<file path="config.mk">
export PLATFORM = sky130hd
export DESIGN_NAME = fc_executor
export DESIGN_NICKNAME = d
export VERILOG_FILES = /design/src/rtl/fc_executor.sv
export SDC_FILE = /design/constraint.sdc
export NUM_CORES = 1
export LEC_CHECK = 0
export CORE_MARGIN = 3
export CORE_UTILIZATION = 50
export CTS_CLUSTER_SIZE = 12
export DETAILED_ROUTE_END_ITERATION = 8
export PLACE_DENSITY = 0.79
export SYNTH_ARGS = -nofsm -noshare
export SYNTH_HDL_FRONTEND = slang
export SYNTH_SLANG_ARGS = --single-unit
</file>
<file path="constraint.sdc">
create_clock -name clk40_aligned -period 3.05 [get_ports clk40_aligned]
set_input_delay 0.4575 -clock clk40_aligned [delete_from_list [all_inputs] [get_ports clk40_aligned]]
set_output_delay 0.4575 -clock clk40_aligned [all_outputs]
set_load 0.03 [all_outputs]
</file>
<file path="src/rtl/fc_executor.sv">
// Fast-command executor: turns one-hot decoded fast commands into BCID/L1A
// bookkeeping, delayed charge-injection strobes and waveform-sampler control.
module fc_executor #(
  parameter int BCID_MAX   = 3563,
  parameter int QINJ_DLY_W = 5
) (
  input  logic                  clk40_aligned,
  input  logic                  rst,
  input  logic [9:0]            fcd,
  input  logic [11:0]           bcidOffset,
  input  logic [QINJ_DLY_W-1:0] qinjDelay,
  output logic [11:0]           bcid,
  output logic                  bcrPulse,
  output logic                  l1aPulse,
  output logic [7:0]            l1aCnt,
  output logic                  syncPulse,
  output logic                  linkResetPulse,
  output logic                  qinjPulse,
  output logic                  qinjBusy,
  output logic                  wsActive,
  output logic                  wsStartPulse,
  output logic                  wsStopPulse,
  output logic [7:0]            invalidCnt
);

  localparam logic [11:0] L_BCID_MAX = 12'(BCID_MAX);

  typedef enum logic { QIDLE = 1'b0, QWAIT = 1'b1 } qinj_state_t;
  typedef enum logic { WIDLE = 1'b0, WRUN  = 1'b1 } ws_state_t;

  // Command word and its operands are captured together, so a command always
  // executes with the offset/delay that accompanied it.
  logic [9:0]            r_fcd;
  logic [11:0]           r_bcid_offset;
  logic [QINJ_DLY_W-1:0] r_qinj_delay;

  logic [11:0]           r_bcid;
  logic                  r_bcr_pulse;
  logic                  r_l1a_pulse;
  logic [7:0]            r_l1a_cnt;
  logic                  r_sync_pulse;
  logic                  r_link_reset_pulse;
  logic                  r_qinj_pulse;
  logic                  r_qinj_busy;
  logic [QINJ_DLY_W-1:0] r_qinj_cnt;
  qinj_state_t           r_qinj_state;
  ws_state_t             r_ws_state;
  logic                  r_ws_start_pulse;
  logic                  r_ws_stop_pulse;
  logic [7:0]            r_invalid_cnt;

  logic w_multi;
  logic w_valid;
  logic w_link_rst;
  logic w_bcr;
  logic w_sync;
  logic w_l1a_cr;
  logic w_qinj;
  logic w_l1a;
  logic w_l1a_bcr;
  logic w_ws_start;
  logic w_ws_stop;
  logic [11:0] w_bcid_load;

  // A word with two or more bits set has a non-zero value after clearing its lowest set bit.
  assign w_multi    = |(r_fcd & (r_fcd - 10'd1));
  assign w_valid    = ~w_multi;
  assign w_link_rst = w_valid & r_fcd[1];
  assign w_bcr      = w_valid & r_fcd[2];
  assign w_sync     = w_valid & r_fcd[3];
  assign w_l1a_cr   = w_valid & r_fcd[4];
  assign w_qinj     = w_valid & r_fcd[5];
  assign w_l1a      = w_valid & r_fcd[6];
  assign w_l1a_bcr  = w_valid & r_fcd[7];
  assign w_ws_start = w_valid & r_fcd[8];
  assign w_ws_stop  = w_valid & r_fcd[9];

  assign w_bcid_load = (r_bcid_offset > L_BCID_MAX) ? 12'd0 : r_bcid_offset;

  // NOTE: every clocked block uses non-blocking assignments so all registers
  // update from pre-edge values, independent of block ordering.
  always_ff @(posedge clk40_aligned or posedge rst) begin
    if (rst) begin
      r_fcd         <= '0;
      r_bcid_offset <= '0;
      r_qinj_delay  <= '0;
    end else begin
      r_fcd         <= fcd;
      r_bcid_offset <= bcidOffset;
      r_qinj_delay  <= qinjDelay;
    end
  end

  always_ff @(posedge clk40_aligned or posedge rst) begin
    if (rst) begin
      r_bcid             <= '0;
      r_bcr_pulse        <= 1'b0;
      r_l1a_pulse        <= 1'b0;
      r_l1a_cnt          <= '0;
      r_sync_pulse       <= 1'b0;
      r_link_reset_pulse <= 1'b0;
      r_invalid_cnt      <= '0;
    end else begin
      if (w_bcr || w_l1a_bcr)
        r_bcid <= w_bcid_load;
      else if (r_bcid >= L_BCID_MAX)
        r_bcid <= 12'd0;
      else
        r_bcid <= r_bcid + 12'd1;

      r_bcr_pulse        <= w_bcr | w_l1a_bcr;
      r_l1a_pulse        <= w_l1a | w_l1a_bcr;
      r_sync_pulse       <= w_sync;
      r_link_reset_pulse <= w_link_rst;

      if (w_l1a_cr)
        r_l1a_cnt <= 8'd0;
      else if (w_l1a || w_l1a_bcr)
        r_l1a_cnt <= r_l1a_cnt + 8'd1;

      if (w_multi && (r_invalid_cnt != 8'hFF))
        r_invalid_cnt <= r_invalid_cnt + 8'd1;
    end
  end

  // Charge injection: the pulse register doubles as the "last waiting cycle"
  // marker, so QWAIT is left on the edge after the pulse has been shown.
  always_ff @(posedge clk40_aligned or posedge rst) begin
    if (rst) begin
      r_qinj_state <= QIDLE;
      r_qinj_cnt   <= '0;
      r_qinj_busy  <= 1'b0;
      r_qinj_pulse <= 1'b0;
    end else if (w_link_rst) begin
      r_qinj_state <= QIDLE;
      r_qinj_cnt   <= '0;
      r_qinj_busy  <= 1'b0;
      r_qinj_pulse <= 1'b0;
    end else begin
      case (r_qinj_state)
        QIDLE: begin
          r_qinj_pulse <= 1'b0;
          if (w_qinj) begin
            r_qinj_cnt   <= r_qinj_delay;
            r_qinj_busy  <= 1'b1;
            r_qinj_pulse <= (r_qinj_delay == '0);
            r_qinj_state <= QWAIT;
          end
        end
        QWAIT: begin
          if (r_qinj_pulse) begin
            r_qinj_pulse <= 1'b0;
            r_qinj_busy  <= 1'b0;
            r_qinj_state <= QIDLE;
          end else begin
            r_qinj_cnt   <= r_qinj_cnt - QINJ_DLY_W'(1);
            r_qinj_pulse <= (r_qinj_cnt == QINJ_DLY_W'(1));
          end
        end
        default: begin
          r_qinj_state <= QIDLE;
          r_qinj_busy  <= 1'b0;
          r_qinj_pulse <= 1'b0;
        end
      endcase
    end
  end

  always_ff @(posedge clk40_aligned or posedge rst) begin
    if (rst) begin
      r_ws_state       <= WIDLE;
      r_ws_start_pulse <= 1'b0;
      r_ws_stop_pulse  <= 1'b0;
    end else begin
      r_ws_start_pulse <= 1'b0;
      r_ws_stop_pulse  <= 1'b0;
      if (w_link_rst) begin
        r_ws_state <= WIDLE;
      end else begin
        case (r_ws_state)
          WIDLE: if (w_ws_start) begin
            r_ws_state       <= WRUN;
            r_ws_start_pulse <= 1'b1;
          end
          WRUN: if (w_ws_stop) begin
            r_ws_state      <= WIDLE;
            r_ws_stop_pulse <= 1'b1;
          end
          default: r_ws_state <= WIDLE;
        endcase
      end
    end
  end

  assign bcid           = r_bcid;
  assign bcrPulse       = r_bcr_pulse;
  assign l1aPulse       = r_l1a_pulse;
  assign l1aCnt         = r_l1a_cnt;
  assign syncPulse      = r_sync_pulse;
  assign linkResetPulse = r_link_reset_pulse;
  assign qinjPulse      = r_qinj_pulse;
  assign qinjBusy       = r_qinj_busy;
  assign wsActive       = (r_ws_state == WRUN);
  assign wsStartPulse   = r_ws_start_pulse;
  assign wsStopPulse    = r_ws_stop_pulse;
  assign invalidCnt     = r_invalid_cnt;

endmodule
</file>
==> impl_metrics.toml, run 1 <==
[clocking]
clk_path_buf_depth = 2
cts-root-buf = "clkbuf_8"
hold_buffers = 0
htree_levels = 3
post_cts_buffers = 0
numCtsBuffers = 9
clock_sinks = 70
path_clk_slew_ps = 70
cts_resized = 0
cts_tree = "built"
insertion_delay_ps = 350

[timing]
slew-limit-headroom_pct = 49.74
tightest_slew_ps = 751.6
fin_setup_tns_ps = 0
fin_crit_sh_pct = 81.33
fmax_ghz = 0.4031
fin_worst_skew_ps = 6.576
finalSetupViolCount = 0
hold_violations = 0
final_max_slew_viol_count = 0
layout_min_cycle_time_ps = 2481
rsz0062_at_grt = "no"

[setup_path]
crit_start = "r_fcd[3]$_DFF_PP0_"
reg2regPathDepth = 5
cp_top_family = "simple AND/OR/NAND/NOR gates"
crit_type = "reg2reg"
reg2reg_from = "r_fcd[3]$_DFF_PP0_"
endpoint_kind = "flip-flop"
path_cells = "or4_4, nor4bb_1, o32a_2, and2_1, o21ai_0"
r2r_end = "bcid[11]$_DFF_PP0_"
reg2reg_slack_ps = 570
cp_slowest_cell = "or4_4"
crit_path_max_incr_delay_ps = 600
critPathLaunchType = "flip-flop"
required_ps = 3260
crit_fanout = 13
path_buf_inv = 0
critical_path_arrival_ps = 2700

[power]
p_sw_uw = 1003
leakage_uw = 0.001682
p_int_uw = 2028
total_power_uw = 3031
p_clk_share_pct = 29.1
p_sw_share_pct = 33.09
power.density_mw_per_mm2 = 754.4
seqPwrFrac_pct = 41.5
p_comb_share_pct = 29.4
max-vdd-ir-drop_mv = 0.5077

[status]
outcome = "complete, no violations"

[synth]
synth-async-reset-ratio_pct = 100.0
synthCells = 273
postSynthAreaPerCell_um2 = 11.25
synthesis.area_mm2 = 0.003072
syn-num-nets = 307
ys_types = 44
ys_seq_elements = 70
synth-edff-count = 0
yosys_warnings = 0
synthFlopType = "dfrtp_1"
yosysSeqAreaShare_pct = 57.03

[drt]
vias_per_cell = 5.655
wirelength_um = 6519
drc = 0
drt_iter0_markers = 180
ant_nets = 0
num_vias = 2358
wl_per_cell_um = 15.63
first_pass_iters = 4

[placement]
dp.cells = 401
portBuffers = 65
hpwl_um = 4680
gp_congestion = 0.8010

[floorplan]
die_x_um = 84.38
rows = 27
die_h_um = 84.38
dieArea_mm2 = 0.007120
start_util_pct = 53.80
pin_count = 66
core_area_mm2 = 0.005709

[flow_run]
maxCapViolations = 0

[layout]
synthToLayoutAreaGrowth_pct = 30.79
drive_above_1_share_pct = 8.696
diodes = 0
fin_cells = 417
final_nets = 374

[global_route]
grt_usage_pct = 19.54
grt_antenna_before_repair = 0
grt_pass1_vias = 2320
grt_start_max_net_pins = 37
grt_overflow = 0
grt_pass1_wl_um = 10990

[worst_hold_path]
hold_start = "wsActive$_DFF_PP0_"
hold_end = "wsStartPulse$_DFF_PP0_"
holdCritPathClass = "reg2reg"
min_path_cells = 1
-- synth_stat cells, types with 3 or more instances --
cell	count	area (um^2)
a21oi_1	10	50.05
a221oi_1	3	26.28
and2_1	4	25.02
buf_2	3	15.01
clkbuf_1	7	26.28
dfrtp_1	70	1752
ha_1	5	62.56
inv_1	8	30.03
nand2_1	14	52.55
nand2b_1	5	31.28
nand3_1	9	45.04
nand4_1	19	118.9
nor2_1	23	86.33
nor3_1	4	20.02
nor4_1	5	31.28
o21ai_0	18	90.09
o31ai_1	14	105.1
or2_2	3	18.77
xnor2_1	6	52.55
xor2_1	11	96.34
-- sequential cells by signal, summed over array words and instances (netlist names), 5 cells and up --
| signal | count |
|---|---|
| invalidCnt | 8 |
| l1aCnt | 8 |
| r_bcid_offset | 12 |
| r_qinj_cnt | 5 |
| bcid | 12 |
| r_fcd | 10 |
| r_qinj_delay | 5 |
-- power by group through the flow --
| stage | Clock (uW) | Sequential (uW) | Combinational, uW |
|---|---|---|---|
| global route | 948 | 1290 | 964 |
| CTS | 897 | 1260 | 898 |
| global placement | 0 | 1270 | 876 |
| floorplan | 0 | 1470 | 336 |
| finish | 882 | 1260 | 890 |
| detailed placement | 0 | 1270 | 892 |
-- worst max path at each step --
stage / endpoint / slack (ps) / cells after the start
after detailed placement: bcid[11]$_DFF_PP0_ / 580 / 5
after global placement: bcid[1]$_DFF_PP0_ / 680 / 5
after floorplan: bcid[0]$_DFF_PP0_ / 820 / 1
after CTS: bcid[11]$_DFF_PP0_ / 570 / 5
final: bcid[11]$_DFF_PP0_ / 570 / 5
after global routing: bcid[1]$_DFF_PP0_ / 380 / 5
-- kinds of logic after synthesis --
group | Yosys count | synth area share [%]
mux | 2 | 0.7331
flops | 70 | 57.03
compound gates | 61 | 14.58
simple gates | 98 | 17.60
fa+ha+maj | 5 | 2.037
buf+inv | 20 | 3.177
xor+xnor | 17 | 4.847
-- routing by layer --
layer  GRT usage, %  share of wire [%]  up-vias
li1               -                  -     1140
met1          26.39                 46     1141
met2          30.06                 48       66
met3          6.379                5.3       11
met4          6.475                1.5        0
met5              0                  0        -
-- layout by cell type (no fill, tap or decap), types with 2 or more instances in the layout --
master and instances:
nand3_1 9, or2_2 3, and2_1 4, and4_1 2
nor2_1 23, mux2_2 2, xnor2_1 6, bufinv_16 3
a21oi_1 10, clkinvlp_4 2, nor4_1 5, o31ai_1 14
nor4b_1 2, clkbuf_8 9, buf_4 2, dfrtp_1 70
inv_1 7, and3_1 2, o21ai_0 18, clkdlybuf4s50_1 65
xor2_1 11, ha_1 5, nor3_1 4, nand2b_1 5
a31oi_1 2, nand2_1 14, a211o_1 2, a2111oi_4 2
nand4_1 19, nor2b_1 2, a221oi_1 3
-- per-stage QoR --
stage | utilization (%) | worst slack (ps) | cell area [um^2] | hold WS, ps
global placement | 66.21 | 682.5 | 3780 | 486.6
floorplan | - | 824.3 | 3072 | 456.3
finish | 70.37 | 569.4 | 4018 | 508.3
detailed placement | 66.21 | 577.4 | 3780 | 495.1
global route | 70.37 | 377.6 | 4018 | 525.6
CTS | 70.37 | 572.0 | 4018 | 505.9
-- layout make-up --
cell class / count / area (um^2)
multi-input cells: 183 / 1222
flip-flops and latches: 70 / 1752
inverters: 8 / 30.03
well taps: 72 / 90.09
repair buffers: 68 / 685.7
clock buffers: 10 / 127.6
clock inverters: 6 / 110.1
fillers: 414 / 1692
Note: power is estimated with default switching activity, not from simulation.
==> run 2, diff against run 1 <==
clock period = 2.3 ns   (was 3.05 ns; I/O delays follow)
==> impl_metrics.toml, run 2 (same netlist as run 1, synthesis figures left out) <==
[status]
outcome = "complete, but fails checks"
violations = "setup timing"

[layout]
final_nets = 395
diodes = 0
drive_above_1_share_pct = 16.21
mostFrequentLayoutCells = "dfrtp_1, clkdlybuf4s50_1, nor2_1"
post-route-cell-area_mm2 = 0.004198
synthToLayoutAreaGrowth_pct = 36.66
nFillCells = 387
final_common_cell = "dfrtp_1"
fin_cells = 436

[power]
max-vdd-ir-drop_mv = 0.8169
p_sw_share_pct = 35.76
power.density_mw_per_mm2 = 879.9
p_comb_share_pct = 33.3
p_clk_share_pct = 21.6
p_int_uw = 2373
leakage_uw = 0.001786
p_sw_uw = 1321
seqPwrFrac_pct = 45.1

[placement]
hpwl_um = 4909
dp.cells = 414
gp_congestion = 0.8096
portBuffers = 65
placed_area_mm2 = 0.003890

[timing]
slew-limit-headroom_pct = 53.05
tightest_slew_ps = 701.2
rsz0062_at_grt = "yes"
whs_ps = 295.6
fmax_ghz = 0.4301
layout_min_cycle_time_ps = 2325
finalSetupViolCount = 2
hold_violations = 0
fin_ws_ps = -25.24
final_max_slew_viol_count = 0
fin_crit_sh_pct = 101.1
fin_worst_skew_ps = 13.18

[drt]
num_vias = 2441
drc = 0
ant_nets = 0
wirelength_um = 6785
drt_iter0_markers = 111
first_pass_iters = 4
vias_per_cell = 5.599
wl_per_cell_um = 15.56

[floorplan]
core_area_mm2 = 0.005709
die_x_um = 84.38
rows = 27
start_util_pct = 53.80
die_h_um = 84.38
pin_count = 66
dieArea_mm2 = 0.007120

[clocking]
cts_tree = "built"
hold_buffers = 0
path_clk_slew_ps = 70
clock_sinks = 70
htree_levels = 3
clk_path_buf_depth = 2
numCtsBuffers = 9
cts-root-buf = "clkbuf_8"
insertion_delay_ps = 340

[global_route]
grt_usage_pct = 19.33
grt_pass1_vias = 2344
grt_start_max_net_pins = 26
grt_overflow = 0
grt_pass1_wl_um = 10770
grt_antenna_before_repair = 0

[setup_path]
reg2reg_slack_ps = -30
crit_type = "reg2reg"
endpoint_kind = "flip-flop"
critPathLaunchType = "flip-flop"
crit_fanout = 5
required_ps = 2530
critical_path_arrival_ps = 2550

[worst_hold_path]
holdCritPathClass = "in2async"

[flow_run]
maxCapViolations = 0
[run 2: cell types whose count changed in the layout (fill, tap and decap cells not counted), moves of 2 or more]
cell | previous run | this run
buf_4 | 2 | 20
a221oi_2 | 0 | 3
nor3_1 | 4 | 2
bufinv_16 | 3 | 0
a221oi_1 | 3 | 0
clkinvlp_4 | 2 | 0
clkinv_2 | 1 | 4
[run 2: per-stage QoR]
step	utilization [%]	power (uW)	worst slack [ps]	TNS [ps]
floorplan	-	2389	180.8	0
global placement	68.14	2856	83.94	0
detailed placement	68.14	2892	-25.07	-45.79
CTS	71.07	3689	16.18	0
global route	73.53	3908	-110.0	-1129
finish	73.53	3694	-25.24	-44.01
[run 2: final timing paths]
path,start,endpoint,cells past startpoint
worst max register to register,r_fcd[3]$_DFF_PP0_,invalidCnt[1]$_DFFE_PP0P_,6
worst min-delay path,rst,r_bcid_offset[3]$_DFF_PP0_,2
min in group clk40_aligned,bcidOffset[10],r_bcid_offset[10]$_DFF_PP0_,1
max in group asynchronous,rst,wsStartPulse$_DFF_PP0_,3
worst max-delay path,r_fcd[3]$_DFF_PP0_,invalidCnt[1]$_DFFE_PP0P_,6
worst min register to register,invalidCnt[6]$_DFFE_PP0P_,invalidCnt[6]$_DFFE_PP0P_,1
[run 2: repair_timing]
item,4_1_cts,5_1_grt
resized for setup,0,15
endpoints found under the setup margin,6,32
gates cloned,0,1
setup buffers,2,5
pin swaps,1,8
[run 2: routing by layer]
layer / vias to the layer above / global-route usage (%) / part of all wire, %
li1: 1185 / - / -
met2: 66 / 29.84 / 48
met1: 1175 / 25.61 / 45
met5: - / 0 / 0
met3: 15 / 4.122 / 4.2
met4: 0 / 10.50 / 2.6
[run 2: area by class of cell]
class | count | area, um^2 | share of cell area, %
timing repair buffer | 88 | 852.1 | 20.30
inverter | 8 | 30.03 | 0.7153
clock buffer | 9 | 123.9 | 2.951
clock inverter | 5 | 28.78 | 0.6855
sequential | 70 | 1752 | 41.73
multi-input combinational | 184 | 1321 | 31.48
tap | 72 | 90.09 | 2.146
[run 2: power groups by stage]
| stage | registers, uW | logic [uW] | clock network [uW] |
|---|---|---|---|
| final | 1670 | 1230 | 797 |
| after global routing | 1700 | 1330 | 870 |
| after CTS | 1660 | 1220 | 812 |
| after detailed placement | 1680 | 1210 | 0 |
| after global placement | 1670 | 1180 | 0 |
| after floorplan | 1940 | 445 | 0 |
[run 2: worst max-delay path, cell delays in order, from the launching register on]
cell	delay (ps)
dfrtp_1	390
or4_4	620
a2111oi_4	450
buf_4	190
o32a_2	180
nor2_1	90
mux2_2	290
